--- config.mk ---
export PLATFORM = sky130hd
export DESIGN_NAME = argmax_ctrl
export DESIGN_NICKNAME = d
export VERILOG_FILES = /design/src/rtl/argmax_ctrl.sv
export SDC_FILE = /design/constraint.sdc
export NUM_CORES = 1
export LEC_CHECK = 0
export BUFFER_PORTS_ARGS = -buffer_cell sky130_fd_sc_hd__buf_4
export CAP_MARGIN = 20
export CORE_ASPECT_RATIO = 1.1
export CORE_UTILIZATION = 26
export DETAILED_ROUTE_END_ITERATION = 10
export PLACE_DENSITY_LB_ADDON = 0.12
export SYNTH_ARGS = -nofsm -noshare
export SYNTH_HDL_FRONTEND = slang
export SYNTH_SLANG_ARGS = --single-unit
--- constraint.sdc ---
create_clock -name clk -period 2.4 [get_ports clk]
set_clock_uncertainty 0.2 [all_clocks]
set_input_delay 0.48 -clock clk [delete_from_list [all_inputs] [get_ports clk]]
set_output_delay 0.48 -clock clk [all_outputs]
set_load 0.02 [all_outputs]
--- src/rtl/argmax_ctrl.sv ---
// rtl/argmax_ctrl.sv - sequencer between the fp16 dot-product engine and the running-max comparator
module argmax_ctrl #(
  parameter int NUM_C = 10,
  parameter int LBL_W = $clog2(NUM_C)
) (
  input  logic             clk,
  input  logic             rst,
  input  logic             s_valid,
  output logic             s_ready,
  input  logic [15:0]      s_score,
  input  logic             s_last,
  output logic             max_clear,
  output logic             max_en,
  output logic [15:0]      max_a,
  output logic [LBL_W-1:0] max_label,
  input  logic [LBL_W-1:0] max_label_o,
  input  logic [15:0]      max_value,
  output logic             m_valid,
  input  logic             m_ready,
  output logic [LBL_W-1:0] m_label,
  output logic [15:0]      m_score,
  output logic             m_err
);

  typedef enum logic [2:0] {
    IDLE,
    CLEAR,
    ACCUM,
    DRAIN,
    CAPTURE,
    DONE
  } state_t;

  localparam logic [LBL_W-1:0] CNT_TOP = LBL_W'(NUM_C - 1);

  state_t           state, state_nx;
  logic [LBL_W-1:0] cnt, cnt_nx;
  logic             err, err_nx;

  // The comparator sees every score; only max_en decides whether it counts.
  assign max_a     = s_score;
  assign max_label = cnt;

  // State, class counter and error flag registers.
  always_ff @(posedge clk) begin
    if (rst) begin
      state <= IDLE;
      cnt   <= '0;
      err   <= 1'b0;
    end else begin
      state <= state_nx;
      cnt   <= cnt_nx;
      err   <= err_nx;
    end
  end

  // Next-state and handshake decode; a beat at the top class always closes the inference.
  always_comb begin
    state_nx  = state;
    cnt_nx    = cnt;
    err_nx    = err;
    s_ready   = 1'b0;
    max_clear = 1'b0;
    max_en    = 1'b0;
    m_valid   = 1'b0;
    case (state)
      IDLE: begin
        if (s_valid) state_nx = CLEAR;
      end
      CLEAR: begin
        max_clear = 1'b1;
        cnt_nx    = '0;
        err_nx    = 1'b0;
        state_nx  = ACCUM;
      end
      ACCUM: begin
        s_ready = 1'b1;
        max_en  = s_valid;
        if (s_valid) begin
          // s_last must coincide exactly with the top class; any mismatch is a count error.
          err_nx = err | (s_last ^ (cnt == CNT_TOP));
          if ((cnt == CNT_TOP) || s_last) state_nx = DRAIN;
          else                            cnt_nx   = cnt + LBL_W'(1);
        end
      end
      DRAIN: begin
        state_nx = CAPTURE;
      end
      CAPTURE: begin
        state_nx = DONE;
      end
      DONE: begin
        m_valid = 1'b1;
        if (m_ready) state_nx = IDLE;
      end
      default: begin
        state_nx = IDLE;
      end
    endcase
  end

  // Result registers load only in CAPTURE and otherwise hold their last value.
  always_ff @(posedge clk) begin
    if (rst) begin
      m_label <= '0;
      m_score <= 16'h0000;
      m_err   <= 1'b0;
    end else if (state == CAPTURE) begin
      m_label <= max_label_o;
      m_score <= max_value;
      m_err   <= err;
    end
  end

endmodule

[Word level (Yosys, flattened, before mapping)]
Index checks and enable logic that the tools add are counted.
Storage, ports and cells
  output and inout port bits: 45
  bits of input ports: 41
  logic and storage cells: 40
  bits in registers: 29
Operators by class
  equal/unequal tests: 11
  $add $sub $neg: 1
  multiplexer cells: 14
  reduce and logical (&&, ||, !) cells: 6
  bitwise operators: 2
Operators by type and width (count)
  $pmux 3 s6: 1
  $mux 3: 4
  $ne 2x2->1 const B: 5
  $mux 4: 2
  $pmux 4 s2: 1
  $eq 3x2->1 const B: 2
  $eq 3x3->1 const B: 2
  $mux 1: 5
  $add 4x1->4 const B: 1
  $eq 4x4->1 const B: 1
  $reduce_and 4->1: 1
  $eq 3x1->1 const B: 1
  $logic_not 3->1: 1
  $reduce_and 3->1: 1
  $pmux 1 s2: 1
  $reduce_and 2->1: 1
  $reduce_bool 2->1: 1
  $logic_or 1x1->1: 1
  $or 1x1->1: 1
  $xor 1x1->1: 1

[Longest topological paths before layout]
Gate-level depths: netlist of run 1.
  depth after elaboration: 5
  depth in mapped cells: 7
  gate-level depth less buffers: 7

[Worst setup path after synthesis of run 1]
OpenSTA, ideal clock, no wires.
  path type: flip-flop to flip-flop
  start: reg cnt[0], in the netlist max_label[0]
  end: reg cnt[2], in the netlist max_label[2]
  path slack: 507 ps
  path buffers: 0
  stages on the path, launching flop included: 7
  required time: 2126 ps
  period minus slack after synthesis: 1893 ps
  arrival: 1619 ps
  library setup time: 74 ps
  path through: dfxtp_1 > ha_1 > nand3b_1 > ha_1 > and2_1 > a311o_1 > a31oi_1
On the way
  cells in the longest elaborated chain, start to end: 4
  elaborated cells on any way between the ends: 8
  classes of those cells: add/sub: 1; eq/ne: 2; mux: 3; reduce/logical: 2
Ends and longest elaborated chain
  start: declaration: RTL line 37  | logic [LBL_W-1:0] cnt, cnt_nx;
  start signal: assignment: RTL line 52  | cnt <= cnt_nx;
  $add 4x1->4 or $eq 4x4->1 (tied branches): RTL line 83, 82
  $mux 4 or $logic_or 1x1->1 (tied branches): RTL line 82  | if ((cnt == CNT_TOP) || s_last) state_nx = DRAIN;
  $mux 4 or $ne 2x2->1 (tied branches)
  $pmux 4 s2 or $reduce_and 3->1 (tied branches)
Several ways; a longest one is shown, not always the timed one. The select of a mux whose other input is x is not followed.
A chain may end at the register's enable or synchronous reset.

[Worst setup path after layout of run 1]
  start: reg state[0]
  end: out max_en
On the way
  cells in the longest elaborated chain, start to end: 2
Ends and longest elaborated chain
  start: declaration: RTL line 36  | state_t state, state_nx;
  start signal: assignment: RTL line 51  | state <= state_nx;
  $eq 3x2->1: RTL line 66  | case (state)
  $mux 1: RTL line 66
  end: declaration: RTL line 13  | output logic max_en,
No other way between the ends.

==> results.toml, run 1 <==
[drt]
wl_um = 3140
wl_met3_um = 214
drc = 0
highest-signal-layer = "met4"
antenna_left = 0
drtIter0Drc = 48
wl_met2_um = 1460
first_pass_iters = 2
vias_per_cell = 4.57
vias = 1147
wl_per_cell_um = 12.5
drt-met1-wl_um = 1440

[sta]
slew_viol_final = 0
hold_viol = 0
fmax_ghz = 0.486
rsz0062_at_grt = "no"
min_period_over_period = 0.858
min_period_ps = 2060
worst_pin_slew_ps = 373
slew_headroom = 0.751
tns_ps = 0
setup_violations = 0

[synth]
avgSynthCellArea_um2 = 8.39
ys.flop_type = "dfxtp_1"
async_reset_ff_frac = 0
ys_ff_latch = 29
synth_edf_count = 0
syn-num-nets = 202
synth_cell_type_count = 29
synthesis.yosys.warnings = 0
syn_area_mm2 = 0.00133
synth_cells = 158
yosysSeqAreaShare = 0.438

[finish]
fin_nets = 238
fill_cells = 501
area_growth_pct = 32.5
layout_commonest_cell = "buf_4"
post_route_cells_drive_above_1_share = 0.344
num_antenna_cells = 0
layout_common_cells = "56 x buf_4, 43 x nand2_1, 29 x dfxtp_1"
layout.cells.non_filler = 251

[placed_design]
port_buffers = 53
routabilityCongestion = 0.645
dp.cells = 243
dpl.hpwl_um = 2240

[floorplanning]
fp.coreArea_mm2 = 0.00478
rows = 26
dieArea_mm2 = 0.00539
initial_core_util = 0.277
die_h_um = 76.9
io_pins = 86
dieWidth_um = 70.1

[clock_tree]
clock_latency_ps = 280
cts_tree = "yes"
root_buffer = "clkbuf_8"
clkSinkCount = 29
cts_buffer_depth = 2
h-tree-depth = 2
post_cts_buffers = 0
cts_resized = 0
cts_buffers = 5
clkSlewWorstSetupHoldPaths_ps = 70
postCtsHoldBufs = 0

[worst_setup_path]
crit_path_end_kind = "output port"
cp.arrival_ps = 1380
critPathRequiredTime_ps = 1720
worst-setup-path-type = "flop to output port"
cp-start-kind = "flop"
ff2ff_path_depth = 6
cp_max_fo = 10

[run]
drv_cap = 0

[global_route]
grt_pass1_vias = 1066
antenna_found_initial = 0
grt_pass1_wl_um = 5220
grt_max_degree = 30
grt.total_usage = 0.122
grt_overflow_total = 0

[power]
power_mw = 1.19
ir_drop_v = 0.000237
power_density_mw_per_mm2 = 676
p_leak_nw = 0.734

[outcome]
status = "complete, no violations"

[hold_path]
min_path_type = "input port to flop"
whs_path_depth = 3
[Yosys cell counts (2+ instances only)]
cell / n / share of area
a31oi_1: 2 / 0.0094
nand2_1: 43 / 0.12
a21oi_1: 23 / 0.087
buf_2: 5 / 0.019
nor3b_2: 2 / 0.019
and2_1: 2 / 0.0094
nand4bb_1: 2 / 0.017
dfxtp_1: 29 / 0.44
buf_4: 17 / 0.096
ha_1: 3 / 0.028
nand3b_1: 4 / 0.023
inv_1: 2 / 0.0057
and3_1: 2 / 0.0094
a41oi_1: 3 / 0.020
nor3_1: 2 / 0.0075
and3b_1: 2 / 0.013
clkbuf_1: 3 / 0.0085
[final cells by class]
class | count | area (um2) | area share
inverter | 2 | 7.51 | 0.00427
timing repair buffer | 56 | 420 | 0.239
multi-input combinational | 100 | 559 | 0.318
sequential | 29 | 581 | 0.330
clock inverter | 2 | 37.5 | 0.0214
clock buffer | 6 | 82.6 | 0.0470
tap | 56 | 70.1 | 0.0399
[cells by family (layout without fill, tap and decap cells)]
family	after synthesis	count (layout)	share of synthesized area
AND/OR/NAND/NOR	63	63	0.240
adder cells (fa/ha/maj)	3	3	0.0283
multiplexers	1	1	0.00755
flip-flops	29	29	0.438
AO/OA/AOI/OAI	32	32	0.140
buffers and inverters	29	66	0.141
XOR/XNOR	1	1	0.00660
[layer usage]
| metal | global-route usage | up-vias |
|---|---|---|
| li1 | - | 580 |
| met1 | 0.151 | 513 |
| met2 | 0.191 | 50 |
| met3 | 0.0526 | 4 |
| met4 | 0.0400 | 0 |
| met5 | 0 | - |
[critical path, stage by stage (launching register included)]
cell and delay, ps:
dfxtp_1 400, nor2_2 360, and3_1 210, buf_4 130
[power breakdown]
group	internal (mW)	switching, mW	total (mW)
combinational	0.0751	0.0811	0.156
sequential	0.496	0.0136	0.509
clock	0.337	0.186	0.523
total	0.908	0.280	1.19
[path summary, 6_finish.rpt]
kind / from / endpoint / slack [ps]
worst max-delay path: state[0] / max_en / 340
worst min-delay path: max_value[5] / m_score[5] / 250
worst max register to register: max_label[0] / max_label[2] / 520
worst min register to register: m_score[3] / m_score[3] / 260
[stage by stage]
stage | hold WS [ps] | area, um2 | setup slack [ps] | util
2_1_floorplan | 232 | 1330 | 507 | -
3_3_place_gp | 243 | 1640 | 600 | 0.342
3_5_place_dp | 251 | 1640 | 528 | 0.342
4_1_cts | 240 | 1760 | 337 | 0.368
5_1_grt | 238 | 1760 | 251 | 0.368
6_report | 249 | 1760 | 341 | 0.368
[flip-flops by register name, summed over array words and instances, names as in the netlist]
signal / cells
max_label: 4
err: 1
m_label: 4
state: 3
m_err: 1
m_score: 16
Note: power is estimated with default switching activity, not from simulation.
==> run 2: changes to the inputs <==
Settings changed: BUFFER_PORTS_ARGS -buffer_cell sky130_fd_sc_hd__buf_4 to default, DONT_BUFFER_PORTS from default to 1.
==> run 2 against run 1 <==
Worst hold slack worse by 180 ps. Critical path type unchanged. Final cell count shrank 22%. Power shrank 18%. Largest cell class unchanged. Flip-flop and latch count unchanged. Sequential power is 4% higher. Combinational power shrank 53%. Non-clock buffer count decreased by 54. Routed wire length fell by 7.5%. Design area is 25% lower. Register-to-register slack worse by 90 ps. Die area is the same.
==> results.toml, run 2 (synthesis results as in run 1) <==
[power]
seqPwrFrac = 0.544
power_uw = 972
switching_power_uw = 240
comb_power_share = 0.076
sw_frac_of_total = 0.247
p_leak_nw = 0.439
ir_drop_v = 0.000178
p_clk_frac = 0.380
power_density_mw_per_mm2 = 741
intPower_uw = 732

[finish]
post-route-util = 0.274
num_antenna_cells = 0
largest-register = "m_score"
area_growth_pct = -1.04
layout_commonest_cell = "nand2_1"
post_route_cells_drive_above_1_share = 0.0709
layout_common_cells = "43 x nand2_1, 29 x dfxtp_1, 23 x a21oi_1"
fill_cells = 533
largest_reg_flops = 16
fin_nets = 184

[global_route]
antenna_found_initial = 0
grt_max_degree = 30
grt_pass1_wl_um = 4930
grt_overflow_total = 0
grt.total_usage = 0.115
grt_pass1_vias = 1017

[clock_tree]
post_cts_buffers = 0
cts_buffers = 5
cts_tree = "yes"
postCtsHoldBufs = 0
root_buffer = "clkbuf_8"
h-tree-depth = 2
clock_latency_ps = 270
clkSinkCount = 29
cts_buffer_depth = 2
cts_resized = 0
clkSlewWorstSetupHoldPaths_ps = 60

[drt]
vias_per_cell = 5.05
wl_met3_um = 249
drt-met1-wl_um = 1190
drc = 0
highest-signal-layer = "met4"
drtIter0Drc = 32
vias = 994
antenna_left = 0
wl_um = 2900
wl_per_cell_um = 14.7
wl_met2_um = 1440
first_pass_iters = 4

[sta]
min_period_ps = 2040
hold_viol = 0
fmax_ghz = 0.490
setup_violations = 0
final.setup.worst_slack_ps = 358
slew_headroom = 0.550
worst_pin_slew_ps = 675
rsz0062_at_grt = "no"
tns_ps = 0
slew_viol_final = 0
min_period_over_period = 0.851

[outcome]
status = "complete, no violations"

[worst_setup_path]
cp-start-kind = "flop"
critical_path.top_delay_family = "simple AND/OR/NAND/NOR gates"
cp_num_buf_inv = 0
slowest_stage = "dfxtp_1"
cp-startpoint = "state[0]"
cp.arrival_ps = 1360
crit_path_end_kind = "output port"
reg2reg_from = "max_label[1]"
path_cells = "nor2_2, and3_1"
critPathRequiredTime_ps = 1720
slowest_delay_ps = 400
worst-setup-path-type = "flop to output port"
cp_max_fo = 10

[hold_path]
min_from = "rst"
min_path_type = "input port to flop"

[placed_design]
place_ws_ps = 428
dpl.hpwl_um = 2010
routabilityCongestion = 0.687
port_buffers = 0

[floorplanning]
io_pins = 86
fp.coreArea_mm2 = 0.00478
rows = 26
initial_core_util = 0.277
dieWidth_um = 70.1
die_h_um = 76.9
dieArea_mm2 = 0.00539

[run]
drv_cap = 0
[run 2: area by class of cell]
| class | instances | area, um2 | area share |
|---|---|---|---|
| Sequential cell | 29 | 581 | 0.442 |
| Multi-Input combinational cell | 100 | 559 | 0.426 |
| Clock buffer | 8 | 80.1 | 0.0610 |
| Tap cell | 56 | 70.1 | 0.0534 |
| Timing Repair Buffer | 2 | 15.0 | 0.0114 |
| Inverter | 2 | 7.51 | 0.00572 |
[run 2: through the flow]
step | instance area [um2] | hold slack, ps | instances
2_1_floorplan | 1330 | 232 | 158
3_3_place_gp | 1230 | 253 | 189
3_5_place_dp | 1230 | 259 | 189
4_1_cts | 1310 | 55.6 | 197
5_1_grt | 1310 | 54.5 | 197
6_report | 1310 | 71.1 | 197
[run 2: path summary, 6_finish.rpt]
path                                endpoint  cells past startpoint  slack [ps]
worst max register to register  max_label[2]                      7         430
worst max-delay path                  max_en                      2         360
worst min register to register         m_err                      2         270
worst min-delay path                state[0]                      1          70
[run 2: power groups by stage]
stage | Clock (mW) | Sequential [mW] | Combinational [mW]
2_1_floorplan | 0 | 0.525 | 0.125
3_3_place_gp | 0 | 0.539 | 0.0736
3_5_place_dp | 0 | 0.539 | 0.0746
4_1_cts | 0.396 | 0.528 | 0.0749
5_1_grt | 0.417 | 0.532 | 0.0839
6_report | 0.370 | 0.529 | 0.0739
[run 2: per-layer routing]
layer,vias to the layer above,global-route usage
met5,-,0
met4,0,0.0520
met3,4,0.0512
met2,49,0.189
met1,466,0.128
li1,475,-
[run 2: worst reg2reg max path, stage by stage, from the launching register on]
cell,delay (ps)
dfxtp_1,390
inv_1,110
ha_1,150
nand3b_1,80
ha_1,210
and2_1,160
a311o_1,400
a31oi_1,190
